[src/rtl/period_meter.sv]
// Pulse-train period meter: reports the spacing between rising edges of an
// asynchronous input in ns, with lock tracking and a loss-of-input timeout.
module period_meter #(
    parameter int unsigned clk_period = 20,
    parameter int unsigned max_period = 1_000_000_000
) (
    input  logic        clk,
    input  logic        rst_n,
    input  logic        en,
    input  logic        wave,
    output logic [31:0] period,
    output logic        valid,
    output logic        locked,
    output logic        timeout
);

    localparam int unsigned CW = 32;
    localparam int unsigned SW = CW + 1;

    typedef enum logic [1:0] {
        IDLE,
        ARM,
        MEASURE
    } state_t;

    state_t        state;
    logic          s1;
    logic          s2;
    logic          d;
    logic [CW-1:0] cnt;
    logic          rise;
    logic [SW-1:0] sum;
    logic [CW-1:0] sum_sat;
    logic          over;

    // Synchronizer and edge-delay stage run independently of en.
    always_ff @(posedge clk) begin
        if (!rst_n) begin
            s1 <= 1'b0;
            s2 <= 1'b0;
            d  <= 1'b0;
        end else begin
            s1 <= wave;
            s2 <= s1;
            d  <= s2;
        end
    end

    assign rise    = s2 & ~d;
    assign sum     = {1'b0, cnt} + SW'(clk_period);
    assign sum_sat = sum[CW] ? '1 : sum[CW-1:0];
    assign over    = sum > SW'(max_period);

    // Measurement FSM; strobes default low so they last exactly one cycle.
    always_ff @(posedge clk) begin
        if (!rst_n) begin
            state   <= IDLE;
            cnt     <= '0;
            period  <= '0;
            valid   <= 1'b0;
            locked  <= 1'b0;
            timeout <= 1'b0;
        end else begin
            valid   <= 1'b0;
            timeout <= 1'b0;
            if (!en) begin
                state  <= IDLE;
                cnt    <= '0;
                locked <= 1'b0;
            end else begin
                case (state)
                    IDLE: begin
                        cnt    <= '0;
                        locked <= 1'b0;
                        state  <= ARM;
                    end
                    ARM: begin
                        if (rise) begin
                            cnt   <= '0;
                            state <= MEASURE;
                        end else begin
                            cnt <= sum_sat;
                        end
                    end
                    MEASURE: begin
                        // An edge arriving on the timeout cycle still counts.
                        if (rise) begin
                            period <= sum_sat;
                            valid  <= 1'b1;
                            locked <= 1'b1;
                            cnt    <= '0;
                        end else if (over) begin
                            period  <= '0;
                            locked  <= 1'b0;
                            timeout <= 1'b1;
                            cnt     <= '0;
                            state   <= ARM;
                        end else begin
                            cnt <= sum_sat;
                        end
                    end
                    default: begin
                        cnt   <= '0;
                        state <= IDLE;
                    end
                endcase
            end
        end
    end

endmodule

[config.mk]
export PLATFORM = sky130hd
export DESIGN_NAME = period_meter
export DESIGN_NICKNAME = d
export VERILOG_FILES = /design/src/rtl/period_meter.sv
export SDC_FILE = /design/constraint.sdc
export NUM_CORES = 1
export LEC_CHECK = 0
export ABC_AREA = 1
export CORE_MARGIN = 5
export CORE_UTILIZATION = 66
export CTS_BUF_LIST = sky130_fd_sc_hd__clkbuf_2
export DETAILED_ROUTE_END_ITERATION = 8
export DONT_BUFFER_PORTS = 1
export GPL_ROUTABILITY_DRIVEN = 1
export MAX_ROUTING_LAYER = met4
export PLACE_DENSITY = 0.82
export SYNTH_ARGS = -nofsm -noshare
export SYNTH_HDL_FRONTEND = slang
export SYNTH_SLANG_ARGS = --single-unit
[constraint.sdc]
create_clock -name clk -period 2.8 [get_ports clk]
set_input_delay 0.28 -clock clk [delete_from_list [all_inputs] [get_ports clk]]
set_output_delay 0.28 -clock clk [all_outputs]
set_load 0.005 [all_outputs]
* Yosys cells after proc, flatten, opt, wreduce, memory -nomap -nowiden
Cells that the tools add are included.
** Word-level totals
- Flip-flop bits (word level) :: 72
- Bits of input ports :: 4
- Output and inout port bits :: 35
** Cells by class
- Add/subtract/negate cells :: 1
- Magnitude comparators :: 1
- Equality and inequality tests :: 6
- Mux-type cells :: 16
- Bitwise logic cells :: 5
- Reductions and logical operators :: 9
** Operators with widths (number)
- $mux 32 :: 6
- $pmux 32 s2 :: 1
- $add 32x5->33 const B :: 1
- $gt 33x30->1 const B :: 1
- $reduce_and 3->1 :: 3
- $mux 2 :: 3
- $ne 2x2->1 const B :: 3
- $pmux 2 s3 :: 1
- $mux 1 :: 4
- $not 1->1 :: 4
- $reduce_and 2->1 :: 2
- $reduce_bool 2->1 :: 2
- $reduce_or 4->1 :: 1
- $ne 3x3->1 const B :: 1
- $eq 2x1->1 const B :: 1
- $eq 2x2->1 const B :: 1
- $logic_not 2->1 :: 1
- $pmux 1 s2 :: 1
- $and 1x1->1 :: 1

* Longest topological paths before layout
- Depth in word-level cells :: 5
- Gate-level depth with buffers :: 20
- Mapped depth without buffers :: 19

* Worst setup path before layout
Ideal clock, no wire load.
- Path type :: flip-flop to flip-flop
- From :: register cnt[2]
- To :: register cnt[10]
- Arrival :: 2.205 ns
- Setup slack :: 0.534 ns
- Stages on the path, launching flop included :: 19
- Buffers on the path :: 1
- Clock period less this slack :: 2.266 ns
- Cells stage by stage :: dfxtp_1 -> ha_1 -> nor2_2 -> nor2_4 -> nand3_2 -> nor2_2 -> nand2_4 -> inv_4 -> or2_2 -> nor2_1 -> nand2_1 -> nor2_1 -> nand2_2 -> nand2_4 -> nand2_4 -> nand2_4 -> nand3_4 -> buf_12 -> nor2_4
** Between the ends
- Word-level cells in the longest chain between the ends :: 5
- Elaborated cells between the ends (all ways) :: 7
- Those cells by class :: add/sub (1); order compare (1); mux (5)
** RTL lines
- from (decl) :: line 30 : logic [CW-1:0] cnt;
- from (signal assigned) :: line 82 : cnt <= sum_sat;
- from (signal assigned) :: line 99 : cnt <= sum_sat;
- $add 32x5->33 (*) :: line 50 : assign sum = {1'b0, cnt} + SW'(clk_period);
- $gt 33x30->1 or $mux 32 (tied branches) :: line 52, 51
- $mux 32 :: line 92 : end else if (over) begin
- $mux 32 :: line 87 : if (rise) begin
- $pmux 32 s2 (*) :: line 71 : case (state)
Every way passes the cells marked *; elsewhere a longest branch is shown, timed or not.
A chain may end at the register's enable or synchronous reset.

* Final worst setup path
- From :: register cnt[16]
- To :: register cnt[25]
Same word-level chain as after synthesis.

==> summary.md <==
| Metric | Value |
|---|---|
| Routed WL per cell | `around 15 µm` |
| CP Max Fanout | `8` |
| Worst-Margin Slew | `between 0.4 and 0.5 ns` |
| Crit. End Element | `flop` |
| DIE AREA | `about 7700 µm²` |
| Vias in the first global route | `3418` |
| Maximum VDD drop | `0.000347 V` |
| Hold Path Class | `in2reg` |
| Num ports | `39` |
| Final Hold Fails | `0` |
| Core Rows | `28` |
| CTS tree | `built` |
| Final hold slack | `0.177 ns` |
| Area share of the largest cell type after synthesis | `0.363` |
| Final setup fails | `0` |
| Share of cells above drive strength 1 | `0.217` |
| Fraction of the cycle the final worst path needs | `0.987` |
| Clk slew on worst S/H paths | `~0.24 ns` |
| Crit Path Category | `reg2reg` |
| Number of library cell types mapped by synthesis | `30` |
| Antenna cell count | `0` |
| Power Total | `roughly 1700 µW` |
| Slew Limit Fails | `0` |
| Max Fclk | `between 0.3 and 0.4 GHz` |
| Crit path cell chain | `nand2_1, nor2_1, nand2_1, nor2_2, nand2_1, nand2_1, nand2_2, nor2_2, nand2_1, nor2_2, nand2_1, nor2_2, nand2_2, nand2_4, nand2_4, nand2_4, nand3_4, clkbuf_16, nor2_4` |
| Worst path max stage delay | `0.46 ns` |
| Netlist Area Pre-Place | `just under 4000 µm²` |
| PwrDens | `384 nW/µm²` |
| Largest net degree at the start of global routing | `37` |
| # fillers | `~440` |
| Initial antenna violation count | `0` |
| Largest area contributor in the netlist | `dfxtp_1` |
| Clk root buf | `clkbuf_2` |
| Cell mode on critical path | `nand2_1` |
| Worst clock skew | `approximately 0.053 ns` |
| DRT iter0 DRCs | `between 300 and 400` |
| DP Wirelength | `between 6 and 7 mm` |
| CTS max path bufs | `2` |
| Leakage power | `roughly 0.0018 µW` |
| Die height | `~88 µm` |
| Worst Path Buf+Inv | `1` |
| Initial DRT Pass Iterations | `5` |
| Sink Count | `72` |
| Worst Reg-to-Reg Cells | `19` |
| Syn_nets | `about 570` |
| Remaining Overflow, GRT | `0` |
| Cell depth of the worst setup path | `19` |
| First-pass GRT wire length | `15.3 mm` |
| Die width | `around 88 µm` |
| CP max stage cell | `dfxtp_2` |
| Min Tclk post-route | `around 2.8 ns` |
| DRC viols | `0` |
| Routed Antenna Nets | `0` |
| Synthesized area per cell | `about 7.1 µm²` |
| Max capacitance violation total | `0` |
| Worst skew pair latency | `0.56 ns` |
| Worst slew margin | `0.698` |
| Critical Path AT | `approximately 3.2 ns` |
| Post-synthesis sequential area ratio | `0.363` |
| CP top delay family | `simple AND/OR/NAND/NOR gates` |
| Hold path cells | `6` |
| GR Util All Layers | `0.263` |
| Post-Route WL | `9.94 mm` |
| Top post-synthesis cells by area | `dfxtp_1 (36%), nand2_1 (16%), nor2_4 (9.6%), nor2_1 (7.0%), nand3_1 (6.0%)` |
| Startpoint class of the critical path | `flop` |
| Core ar. | `~5900 µm²` |
| Port Buf Inserts | `0` |
| Initial Utilization | `0.675` |
| Synth warnings | `0` |
| Clock buffer count from CTS | `9` |
| Final GP Congestion | `about 0.96` |
| H-tree depth | `3` |
| Status | `completed` |
| Dpl ws | `roughly 0.13 ns` |
| Post-route setup slack | `between 0.03 and 0.04 ns` |
| Fin util | `0.750` |
| Synthesized flop and latch total | `72` |
| CP required | `3.27 ns` |
| Post-Syn Instances | `562` |
| Layout area overhead | `11.1%` |
| DR vias | `approximately 3600` |
| Routed vias/inst | `between 5 and 6` |
| Nets | `a little under 600` |
cell families after synthesis:
| kind of cell | after synthesis | share of synthesized area |
|---|---|---|
| compound gates | 27 | 0.0359 |
| xor+xnor | 12 | 0.0265 |
| fa+ha+maj | 6 | 0.0189 |
| buf+inv | 77 | 0.0885 |
| flops | 72 | 0.363 |
| simple gates | 368 | 0.467 |
what timing repair did:
| item | in CTS | in global routing |
|---|---|---|
| hold buffers | 4 | 0 |
| buffers inserted | 0 | 6 |
| setup endpoints to repair | 0 | 64 |
| endpoints found under the hold margin | 37 | 0 |
| gates resized for setup | 0 | 34 |
worst paths after layout:
kind	start	slack, ns	end
worst max-delay path	cnt[16]	0.04	cnt[25]
worst min-delay path	en	0.18	period[19]
worst max register to register	cnt[16]	0.04	cnt[25]
worst min register to register	s1	0.44	s2
sequential cells by signal (all words and copies together), names as in the netlist:
signal and count:
cnt 32, d 1, locked 1, period 32, s1 1, s2 1, state 2, timeout 1
valid 1
area by class of cell:
class                           count  area, µm²  share of cell area
Clock buffer                       10       50.0              0.0113
Clock inverter                      6       67.6              0.0153
Inverter                           60        238              0.0539
Multi-Input combinational cell    413       2290               0.518
Sequential cell                    72       1450               0.329
Tap cell                           75       93.8              0.0213
Timing Repair Buffer               19        225              0.0510
tightest hold or removal path, cell delays in order:
cell	delay, ns
nand2_1	0.03
inv_1	0.06
nand2_2	0.06
buf_6	0.16
nand3_1	0.07
nand2_1	0.04
synth_stat cells, drive strengths merged:
cell    number
a21boi       1
a21oi        2
buf          7
clkbuf      10
dfxtp       72
ha           6
inv         60
nand2      184
nand3       53
nand3b       6
nand4        2
nor2       120
nor3         1
nor4         1
o21ai       22
o21bai       2
or2          1
xnor2        7
xor2         5
report_power, final:
| group | leakage, µW | internal, µW | switching (µW) |
|---|---|---|---|
| registers | 0.000584 | 1030 | 3.48 |
| logic | 0.00113 | 21.0 | 36.7 |
| clock network | 0.0000689 | 214 | 389 |
| total | 0.00179 | 1270 | 429 |
cells in the final DEF, fill, tap and decap left out, drive strengths merged:
cell type,count
nor4,1
xnor2,7
clkinvlp,2
or2,1
xor2,5
dfxtp,72
nor2,120
o21ai,22
nand2,184
nand4,2
a21boi,1
dlygate4sd3,3
nand3,53
nor3,1
bufinv,1
nand3b,6
inv,61
clkbuf,12
o21bai,2
ha,6
a21oi,2
buf,14
clkinv,2
metal layers:
layer | wire [µm] | share of wire | vias up | global-route usage
met1 | 4020 | 0.40 | 1636 | 0.312
met3 | 764 | 0.077 | 50 | 0.0630
met4 | 514 | 0.052 | 0 | 0.153
met2 | 4650 | 0.47 | 169 | 0.407
met5 | 0 | 0 | - | -
li1 | - | - | 1750 | -
stage by stage:
stage	TNS, ns	cells	cell area [µm²]
final	0	655	4410
after global placement	0	626	4000
after global routing	-1.42	655	4410
after CTS	0	646	4170
after floorplan	0	562	3970
after detailed placement	0	626	4000
Note: power is estimated with default switching activity, not from simulation.
